$ cat src/rtl/lcd_write_arbiter.sv
// Grants the single lcd_write word engine to one requester for a whole locked
// transaction: fixed-priority init source, round-robin for the rest, per-word watchdog.
module lcd_write_arbiter #(
  parameter int unsigned NREQ    = 3,
  parameter int unsigned TIMEOUT = 4096
) (
  input  logic              sys_clk,
  input  logic              sys_rst,
  input  logic [NREQ-1:0]   req,
  input  logic [NREQ-1:0]   req_valid,
  input  logic [9*NREQ-1:0] req_data,
  output logic [NREQ-1:0]   req_ready,
  output logic [NREQ-1:0]   gnt,
  output logic [8:0]        spi_data,
  output logic              en_write,
  input  logic              wr_done,
  output logic              busy,
  output logic              timeout_err
);

  localparam int unsigned WORD_W = 9;
  localparam int unsigned OW     = (NREQ > 1) ? $clog2(NREQ) : 1;
  localparam int unsigned WDW    = (TIMEOUT > 1) ? $clog2(TIMEOUT) : 1;
  localparam logic [WDW-1:0] WD_LAST = WDW'(TIMEOUT - 1);
  localparam logic [WDW-1:0] WD_TRIP = WDW'(TIMEOUT - 2);

  typedef enum logic [1:0] {IDLE, OWN, WAIT, RELEASE} state_t;

  state_t            state;
  logic [OW-1:0]     owner;
  logic [OW-1:0]     last_owner;
  logic [WDW-1:0]    wdog;
  logic [OW-1:0]     rr_idx;
  logic              rr_hit;
  logic [WORD_W-1:0] words [NREQ];

  for (genvar g = 0; g < NREQ; g++) begin : g_words
    assign words[g] = req_data[WORD_W*g +: WORD_W];
  end

  // Round-robin over requesters 1..NREQ-1, starting after the last owner.
  always_comb begin
    int unsigned start;
    int unsigned pos;
    start  = 32'(last_owner) + 32'd1;
    pos    = 0;
    rr_idx = '0;
    rr_hit = 1'b0;
    if (start >= NREQ) start = 1;
    for (int unsigned k = 0; k < NREQ - 1; k++) begin
      pos = start + k;
      if (pos >= NREQ) pos = pos - (NREQ - 1);
      if (!rr_hit && req[OW'(pos)]) begin
        rr_hit = 1'b1;
        rr_idx = OW'(pos);
      end
    end
  end

  always_ff @(posedge sys_clk) begin
    if (sys_rst) begin
      state       <= IDLE;
      owner       <= '0;
      last_owner  <= OW'(NREQ - 1);
      wdog        <= '0;
      gnt         <= '0;
      req_ready   <= '0;
      spi_data    <= '0;
      en_write    <= 1'b0;
      busy        <= 1'b0;
      timeout_err <= 1'b0;
    end else begin
      en_write  <= 1'b0;
      req_ready <= '0;
      unique case (state)
        IDLE: begin
          if (req[0]) begin
            owner <= '0;
            gnt   <= NREQ'(1);
            busy  <= 1'b1;
            state <= OWN;
          end else if (rr_hit) begin
            owner <= rr_idx;
            gnt   <= NREQ'(1) << rr_idx;
            busy  <= 1'b1;
            state <= OWN;
          end else begin
            gnt  <= '0;
            busy <= 1'b0;
          end
        end
        OWN: begin
          if (!req[owner]) begin
            state <= RELEASE;
          end else if (req_valid[owner]) begin
            spi_data <= words[owner];
            en_write <= 1'b1;
            wdog     <= '0;
            state    <= WAIT;
          end
        end
        WAIT: begin
          // In-flight word always finishes or times out, even if req drops.
          if (wr_done) begin
            req_ready <= gnt;
            state     <= OWN;
          end else begin
            if (wdog != WD_LAST) wdog <= wdog + WDW'(1);
            if (wdog == WD_TRIP) begin
              timeout_err <= 1'b1;
              state       <= RELEASE;
            end
          end
        end
        RELEASE: begin
          gnt        <= '0;
          last_owner <= owner;
          busy       <= 1'b0;
          state      <= IDLE;
        end
      endcase
    end
  end

endmodule

$ cat config.mk
export PLATFORM = sky130hd
export DESIGN_NAME = lcd_write_arbiter
export DESIGN_NICKNAME = d
export VERILOG_FILES = /design/src/rtl/lcd_write_arbiter.sv
export SDC_FILE = /design/constraint.sdc
export NUM_CORES = 1
export LEC_CHECK = 0
export CAP_MARGIN = 20
export CORE_UTILIZATION = 35
export DETAILED_ROUTE_END_ITERATION = 10
export HOLD_SLACK_MARGIN = 0.05
export MAX_ROUTING_LAYER = met4
export PLACE_DENSITY = 0.65
export SYNTH_ARGS = -nofsm -noshare
export SYNTH_HDL_FRONTEND = slang
export SYNTH_SLANG_ARGS = --single-unit
$ cat constraint.sdc
create_clock -name sys_clk -period 2.2 [get_ports sys_clk]
set_input_delay 0.44 -clock sys_clk [delete_from_list [all_inputs] [get_ports sys_clk]]
set_output_delay 0.44 -clock sys_clk [all_outputs]
set_load 0.02 [all_outputs]
==> results.json <==
{
  "slew_headroom_pct": 70.6,
  "drt_pre_antenna_iters": 4,
  "core_area_um2": 5170,
  "yosys.cell_types.count": 45,
  "synth_fp_nets": 268,
  "finalWirelength_um": 4760,
  "route.detailed.vias_per_inst": 5.12,
  "vdd_ir_drop_max_mv": 0.280,
  "timing.final.max_slew_violations": 0,
  "grt_pass1_wl_um": 8060,
  "worstPathCellList": "inv_1, ha_1, and3_1, a41o_1, or3_1, or3_1, a21oi_1",
  "dpl.hpwl_um": 3610,
  "io_buffer_count": 53,
  "finalCritPeriodShare_pct": 94.7,
  "yosysSeqAreaShare_pct": 37.8,
  "cap_violations": 0,
  "design.die.area_um2": 5750,
  "post-place-cells": 354,
  "die-height_um": 75.8,
  "routedWlPerCell_um": 13.2,
  "cts.root.buffer_cell": "sky130_fd_sc_hd__clkbuf_8",
  "rr_startpoint": "state[0]",
  "synthDominantCellAreaShare_pct": 37.8,
  "rows": 26,
  "layout.nets": 333,
  "antenna-diode-count": 0,
  "critPathMostFrequentCell": "sky130_fd_sc_hd__or3_1",
  "maxClockFrequency_ghz": 0.480,
  "clk_pin_slew_ns": 0.07,
  "grt_pass1_vias": 1777,
  "reg2reg_to": "wdog[5]",
  "worst_skew_pair.late_latency_ns": 0.29,
  "cts_htree_levels": 2,
  "drtIter0Drc": 96,
  "post_syn_instances": 226,
  "required_ns": 2.42,
  "cts_tree": "yes",
  "multi_input_area_um2": 1090,
  "instances_no_fill": 361,
  "fillers": 524,
  "max-clock-path-buffers": 2,
  "power_leakage_nw": 0.971,
  "netlist_top_cells_count": "sky130_fd_sc_hd__dfxtp_1, sky130_fd_sc_hd__nor2_1, sky130_fd_sc_hd__a21oi_1",
  "crit_path_end_kind": "register",
  "post-route-drc-count": 0,
  "crit_arrival_ns": 2.30,
  "outcome": "finished clean",
  "grt_max_degree": 22,
  "postSynth.topFlopCell": "sky130_fd_sc_hd__dfxtp_1",
  "min_path_type": "reg2reg",
  "ys.warnings.count": 0,
  "timing.final.crit_period_ns": 2.08,
  "tritoncts_num_sinks": 36,
  "post-cts-setup-buffer-count": 0,
  "post_synth.cell_area_avg_um2": 8.44,
  "layout-drive-gt1-share_pct": 10.3,
  "cellPowerDensity_nw_per_um2": 759,
  "path_class": "reg2reg",
  "worst_slew_pin_slew_ns": 0.429,
  "totalNegativeSetupSlack_ns": 0,
  "worst_r2r_path_depth": 7,
  "setup_repair_after_global_routing_missed_its_margin": "yes",
  "synth_area_leader_cell": "sky130_fd_sc_hd__dfxtp_1",
  "synth_top_cells_by_area": "sky130_fd_sc_hd__dfxtp_1, sky130_fd_sc_hd__a21oi_1, sky130_fd_sc_hd__mux2i_1",
  "final_hold_viol_count": 0,
  "ant_nets": 0,
  "report.power.total_mw": 2.04,
  "io-pin-count": 54,
  "endpoint_of_the_worst_hold_timing_path": "timeout_err",
  "cp-start-kind": "register",
  "critical_path.max_fanout": 5,
  "whs_path_depth": 2,
  "synth.ff_latch_count": 36,
  "post-route-util_pct": 52.1,
  "cts_hold_buffers": 0,
  "crit_path_top_delay_cell": "sky130_fd_sc_hd__dfxtp_1",
  "die_w_um": 75.8,
  "area_growth_syn_to_layout_pct": 41.3,
  "reg2reg_setup_slack_ns": 0.12,
  "cts_inserted_buffers": 5,
  "finalSetupViolCount": 0,
  "gpl.final_weighted_congestion": 0.844,
  "finalHoldWorstSlack_ns": 0.476,
  "globalRouteTotalUtil_pct": 19.2,
  "synthMostInstantiatedCell": "sky130_fd_sc_hd__dfxtp_1",
  "register_area_um2": 721,
  "share_of_synthesized_registers_carrying_an_async_set_or_reset_pct": 0,
  "synth-edff-count": 0,
  "grt-ovfl-total": 0,
  "number_of_antenna_violations_at_the_first_check_in_global_routing": 0,
  "vias": 1847,
  "hp-start": "timeout_err",
  "syn_area_um2": 1910,
  "clock-skew-final_ns": 0.00558,
  "start_util_pct": 36.9,
  "largest_stage_delay_on_the_critical_path_ns": 0.36
}
==> layout make-up <==
class / count / area share (%)
Sequential cell: 36 / 26.7
Timing Repair Buffer: 72 / 25.4
Clock buffer: 5 / 2.55
Tap cell: 70 / 3.25
Multi-Input combinational cell: 168 / 40.4
Inverter: 8 / 1.11
Clock inverter: 2 / 0.464
==> cell families after synthesis <==
logic type	share of synthesized area, %
AND/OR/NAND/NOR	21.3
adder cells (fa/ha/maj)	3.94
flip-flops	37.8
buffers and inverters	5.05
AO/OA/AOI/OAI	24.3
multiplexers	7.61
==> layer usage <==
metal	global-route usage, %	wire, um
met5	-	0
met1	23.6	2240
met4	5.76	68
met3	6.08	263
met2	30.1	2190
==> registers in the layout, indices dropped and copies added, names as in the netlist <==
signal / cells
wdog: 12
spi_data: 9
gnt: 3
req_ready: 3
last_owner: 2
owner: 2
state: 2
busy: 1
en_write: 1
timeout_err: 1
==> through the flow <==
step                      instance area (um^2)  worst slack [ns]
after global placement                    2610           -0.0653
after global routing                      2700          -0.00471
final                                     2700             0.117
after detailed placement                  2610            -0.115
after CTS                                 2700             0.124
after floorplan                           1910             0.153
==> cell usage in the layout, fill, tap and decap left out, drive strengths merged, types with 3 or more instances in the layout <==
cell type / netlist / routed
buf: 9 / 19
clkdlybuf4s50: 0 / 53
a211oi: 9 / 9
clkbuf: 5 / 5
a311oi: 3 / 3
o21ai: 9 / 9
o31ai: 4 / 4
and2: 3 / 3
dfxtp: 36 / 36
a22oi: 4 / 4
ha: 6 / 6
mux2i: 13 / 13
nor2: 28 / 28
o211ai: 4 / 4
nand2: 11 / 11
and3: 6 / 6
a21oi: 24 / 24
inv: 8 / 8
nand3: 9 / 9
or3: 7 / 7
==> worst max path at each step <==
stage / start / endpoint / slack, ns / depth (start not counted)
after floorplan: state[0] / wdog[5] / 0.15 / 8
after global placement: req[2] / wdog[8] / -0.07 / 6
after detailed placement: req[2] / wdog[6] / -0.12 / 6
after CTS: state[0] / wdog[5] / 0.12 / 7
after global routing: state[0] / wdog[10] / -0.005 / 7
final: state[0] / wdog[5] / 0.12 / 7
==> timing repair <==
action / 4_1_cts / 5_1_grt
gates resized for setup: 0 / 0
endpoints found under the hold margin: 0 / 0
setup endpoints to repair: 0 / 1
==> critical path, delay by kind of cell (launching register included) <==
kind | cells | cell delay, ns
buf+inv | 1 | 0.11
flops | 1 | 0.36
simple gates | 3 | 0.88
fa+ha+maj | 1 | 0.28
compound gates | 2 | 0.39
==> where the power goes <==
| group | total (mW) | leakage [nW] | internal [mW] | switching (mW) |
|---|---|---|---|---|
| Sequential | 0.791 | 0.292 | 0.729 | 0.0629 |
| Combinational | 0.799 | 0.639 | 0.384 | 0.415 |
| Clock | 0.454 | 0.0400 | 0.214 | 0.240 |
| Total | 2.04 | 0.971 | 1.33 | 0.717 |
Power figures use the tool's default switching activity.
==> edit 1 (same settings) <==
Encoding of `state_t`: now one-hot (4 bits for 4 states).
--- a/src/rtl/lcd_write_arbiter.sv
+++ b/src/rtl/lcd_write_arbiter.sv
@@ -25,5 +25,5 @@
   localparam logic [WDW-1:0] WD_TRIP = WDW'(TIMEOUT - 2);
 
-  typedef enum logic [1:0] {IDLE, OWN, WAIT, RELEASE} state_t;
+  typedef enum logic [3:0] {IDLE = 4'b0001, OWN = 4'b0010, WAIT = 4'b0100, RELEASE = 4'b1000} state_t;
 
   state_t            state;
Function: no difference found for any inputs over 4 cycles, from zero or initial values and one cycle with sys_rst high; so few cycles prove little.
==> edit 1 against the unedited design <==
Worst setup slack improved by 0.11 ns. Area after synthesis shrank 3.1%. Count of clock-buffer cells in the layout grew 1. Largest cell class unchanged. Critical path type unchanged. Critical path depth fell by 2. Non-clock buffer count fell by 4. Core utilization is 0.27 points higher. Sequential cell count rose by 2. Fmax rose by 5.7%. Wire length down 17%. Design area is 0.74% lower.
Power is not compared: it rests on default switching activity, and its combinational part moved more than twofold at a synthesized area within 25%.
==> edit 1: results (changes against the unedited design) <==
- For hold timing, the worst endpoint is gnt[2].
- The number of cells on the worst reg-to-reg path is 5 (-2).
- The cell chosen for the clock root is clkbuf_8.
- The slack of the worst reg-to-reg path was 0.23 ns (+0.11 ns).
- The half-perimeter wire length after placement came to 2.99 mm (-17%).
- The number of nets in the synthesized netlist is 248 (-7.5%).
- The static leakage is 0.917 nW.
- By area the synthesized netlist is led by dfxtp_1 41%, a21oi_1 6.8%, nor2_1 6.1%.
- The maximum single-stage delay on the critical path is 0.59 ns (+0.23 ns).
- The number of global-route vias before repair came to 1443 (-19%).
- The cell type of the slowest stage on the worst timing path is dfxtp_1.
- The count of fill cells added during filler insertion is 480 (-8.4%).
- The class of the tightest hold or removal check is reg2reg.
- The largest registers in the layout are wdog (12), spi_data (9), state (4).
- The hold path startpoint is gnt[2].
- The worst reg2reg path endpoint is wdog[5].
- The depth of the CTS H-tree is 2 (unchanged).
- The via count normalized by instance count came to 4.83 (-5.6%).
- The number of cells on the worst hold path is 2 (unchanged).
- VDD sags by at most 249 uV.
- The share of final-layout standard cells stronger than drive strength 1 was 12.8% (+2.5 points).
- The wire length of the first global-routing pass is 6.44 mm (-20%).
- The final weighted congestion of routability-driven global placement is 0.776 (-8.0%).
- The average wire per standard cell is 11.5 microns (-13%).
- The maximum buffer depth of the clock tree is 2 (unchanged).
- At the later pin of the worst-skew pair, clock insertion delay measures 0.28 ns.
- The critical path arrival is 2.18 ns (-0.12 ns).
- The count of buffers from port buffering was 53 (unchanged).
- The async set-reset flop share out of synthesis is 0% (unchanged).
- The number of antenna violations at the first check in global routing is 0 (unchanged).
- The cell family contributing the most delay on the critical path is compound AO/OA/AOI/OAI gates.
- Ranked by instance count, the synthesized netlist is headed by 38 x dfxtp_1, 30 x nor2_1, 25 x a21oi_1, 11 x a211oi_1, 11 x mux2i_1.
- The violation count after the first detailed-routing iteration was 72 (-25%).
- The yosys synthesis warning count came to 0 (unchanged).
- The share of synthesized area occupied by flip-flops and latches came to 41.2% (+3.4 points).
- The number of optimization iterations in the first detailed-route pass is 4 (unchanged).
- The flow ran to the end, and the final reports show no timing, DRC or antenna violations.
- The final antenna diode count was 0 (unchanged).
- The number of different library cells in the post-synthesis netlist is 43 (-4.4%).
- The maximum fanout along the worst path is 16 (+11).
- The overall track demand over capacity in global routing is 15.4% (-3.8 points).
- The maximum number of pins on one net before global-route repair came to 17 (-23%).
- The transition at the pin with the smallest max-transition slack is 0.429 ns (-0.000738 ns).
- The clock transition time at the flip-flop clock pins of the worst setup and hold paths is 0.08 ns.
- The post-route clock skew is 0.00431 ns (-0.00127 ns).
- The clock buffer count from CTS came to 5 (unchanged).
- The worst hold-check slack is 0.469 ns (-0.00666 ns).
- The number of nets in the layout is 311 (-6.6%).
- Among all flip-flop cells after synthesis, the most frequent one is dfxtp_1.
- The launch point of the worst reg-to-reg path is owner[1].
-- edit 1: cell types whose count changed in the layout (fill, tap and decap cells not counted), moves of 4 or more --
| cell | delta |
|---|---|
| buf_4 | -4 |
| o211ai_1 | -4 |
| inv_1 | -5 |
| ha_1 | -4 |
| and3_1 | -4 |
-- edit 1: routing by layer --
layer	routed length [microns]	GRT usage [%]	vias up	part of all wire [%]
met2	1810	23.9	40	46
met1	1940	20.0	737	49
met4	61	4.61	0	1.5
met5	0	-	-	0
met3	147	3.61	4	3.7
li1	-	-	881	-
-- edit 1: cells by family after synthesis --
kind of cell               synth area share, %
and+or+nand+nor                           28.3
AOI/OAI and AO/OA                         17.4
DFF                                       41.2
buffers and inverters                     4.34
muxes                                     5.96
xor gates and xnor gates                  1.42
adders and majority gates                 1.35
-- edit 1: area by class of cell --
class                           count  area (sq um)  area share [%]
Sequential cell                    38           761            28.4
Clock inverter                      2          60.1            2.25
Timing Repair Buffer               68           656            24.5
Multi-Input combinational cell    157          1020            38.0
Inverter                            3          11.3           0.421
Tap cell                           70          87.6            3.27
Clock buffer                        6          82.6            3.09
-- edit 1: through the flow --
step / total power, mW / instances / instance area, sq um / setup slack (ns)
after floorplan: 0.839 / 210 / 1850 / 0.413
after global placement: 0.959 / 336 / 2520 / 0.0298
after detailed placement: 0.962 / 336 / 2520 / -0.0461
after CTS: 1.69 / 344 / 2660 / 0.188
after global routing: 1.75 / 344 / 2680 / 0.0110
final: 1.68 / 344 / 2680 / 0.229
-- edit 1: worst max-delay path by stage --
stage / startpoint / endpoint / slack (ns) / depth (start not counted)
floorplan: state[2] / wdog[2] / 0.41 / 6
global placement: req[2] / wdog[7] / 0.03 / 7
detailed placement: req[2] / wdog[5] / -0.05 / 7
CTS: owner[1] / wdog[5] / 0.19 / 6
global route: owner[1] / wdog[5] / 0.01 / 5
finish: owner[1] / wdog[5] / 0.23 / 5
-- edit 1: worst min-delay path, delay by kind of cell (launching register included) --
family	cells	cell delay (ns)
DFF	1	0.32
and+or+nand+nor	1	0.05
AOI/OAI and AO/OA	1	0.05
-- edit 1: power breakdown --
part | switching, mW | leakage, nW | internal (mW)
sequential | 0.0154 | 0.308 | 0.705
clock | 0.245 | 0.0714 | 0.484
combinational | 0.0946 | 0.538 | 0.132
total | 0.355 | 0.917 | 1.32
-- edit 1: repair_timing --
action | 4_1_cts | 5_1_grt
gates resized for setup | 0 | 1
buffers inserted | 0 | 0
endpoints found under the setup margin | 0 | 3
==> edit 2 (config.mk and constraints unchanged) <==
Made on the original files. Change the parameter `TIMEOUT` from 4096 to 8192.
--- a/src/rtl/lcd_write_arbiter.sv
+++ b/src/rtl/lcd_write_arbiter.sv
@@ -3,5 +3,5 @@
 module lcd_write_arbiter #(
   parameter int unsigned NREQ    = 3,
-  parameter int unsigned TIMEOUT = 4096
+  parameter int unsigned TIMEOUT = 8192
 ) (
   input  logic              sys_clk,
Function: same outputs for any inputs over 4 cycles, from zero or initial values and one cycle with sys_rst high; that may be too few to reach the edited logic, so the function may still have changed.
==> edit 2 against the unedited design <==
Die area fell by 1.5%. Worst setup slack improved by 0.066 ns. Wire length fell by 6.5%. Sequential cell count rose by 1. Hold slack improved by 0.0017 ns. Power rose by 4.6%. Area after synthesis fell by 1.6%. Register-to-register slack improved by 0.10 ns. Design area fell by 2.2%.
==> edit 2: results (changes against the unedited design) <==
- The clock distribution area overhead in the final layout is 3.04% (+0.020 points).
- The met2 routing resource usage after global routing is 28.3% (-1.8 points).
- The worst reg2reg path endpoint is wdog[9].
- The flip-flop and latch count after synthesis was 37 (+2.8%).
- The violation count after the first detailed-routing iteration is 56 (-42%).
- The critical path startpoint is req[2].
- The number of different library cells in the post-synthesis netlist is 42 (-6.7%).
- The worst hold-check slack is 0.478 ns (+0.00171 ns).
- The commonest cells after synthesis are 37 x dfxtp_1, 30 x nor2_1, 26 x a21oi_1, 12 x inv_1, 12 x mux2i_1.
- The adder-cell area share of the yosys netlist is 4.00% (+0.063 points).
- The final weighted congestion of routability-driven global placement is 0.804 (-4.7%).
- The area share of xor/xnor cells in the synthesized design is 0.467% (+0.47 points).
- The worst vdd rail ir drop came to 700 uV (+150%).
- The run finished with clean final reports.
- The number of vias after detailed routing is 1829 (-0.97%).
- The share of final-layout standard cells stronger than drive strength 1 is 8.74% (-1.6 points).
- The worst setup timing slack at the placement stage is -0.0965 ns (+0.0186 ns).
- The combined area of the multi-input logic cells came to 0.00104 sq mm (-4.6%).
- The total length of routed met3 wires is 322 microns (+22%).
- The transition at the pin with the smallest max-transition slack is 0.446 ns (+0.0168 ns).
- The maximum fanout along the worst path is 7 (+2).
- The sequential share of cell area is 28.1% (+1.4 points).
- The static leakage is 0.916 nW (-5.6%).
- The die footprint is 0.00566 sq mm (-1.5%).
- The post-route clock skew is 0.00576 ns (+0.000178 ns).
- The placed cell area came to 0.00254 sq mm (-2.8%).
-- edit 2: cell types whose count changed in the layout (fill, tap and decap cells not counted), sizes merged, moves of 2 or more --
| cell | before | now |
|---|---|---|
| a21oi | 24 | 26 |
| and3 | 6 | 0 |
| and4 | 2 | 0 |
| buf | 19 | 15 |
| clkbuf | 5 | 8 |
| inv | 8 | 12 |
| nand3 | 9 | 6 |
| nand4 | 2 | 4 |
| nor2 | 28 | 30 |
| o21ai | 9 | 6 |
| o32ai | 2 | 0 |
| or4 | 2 | 7 |
-- edit 2: cell families (layout without fill, tap and decap cells) --
group	Yosys count	in the layout
and+or+nand+nor	78	78
muxes	12	12
DFF	37	37
buffers and inverters	23	88
AOI/OAI and AO/OA	64	64
xor gates and xnor gates	1	1
adders and majority gates	6	6
-- edit 2: report_power, final --
part           internal [mW]  total (mW)  switching (mW)
clock network          0.225       0.450           0.225
registers              0.752       0.823          0.0705
logic                  0.405       0.865           0.461
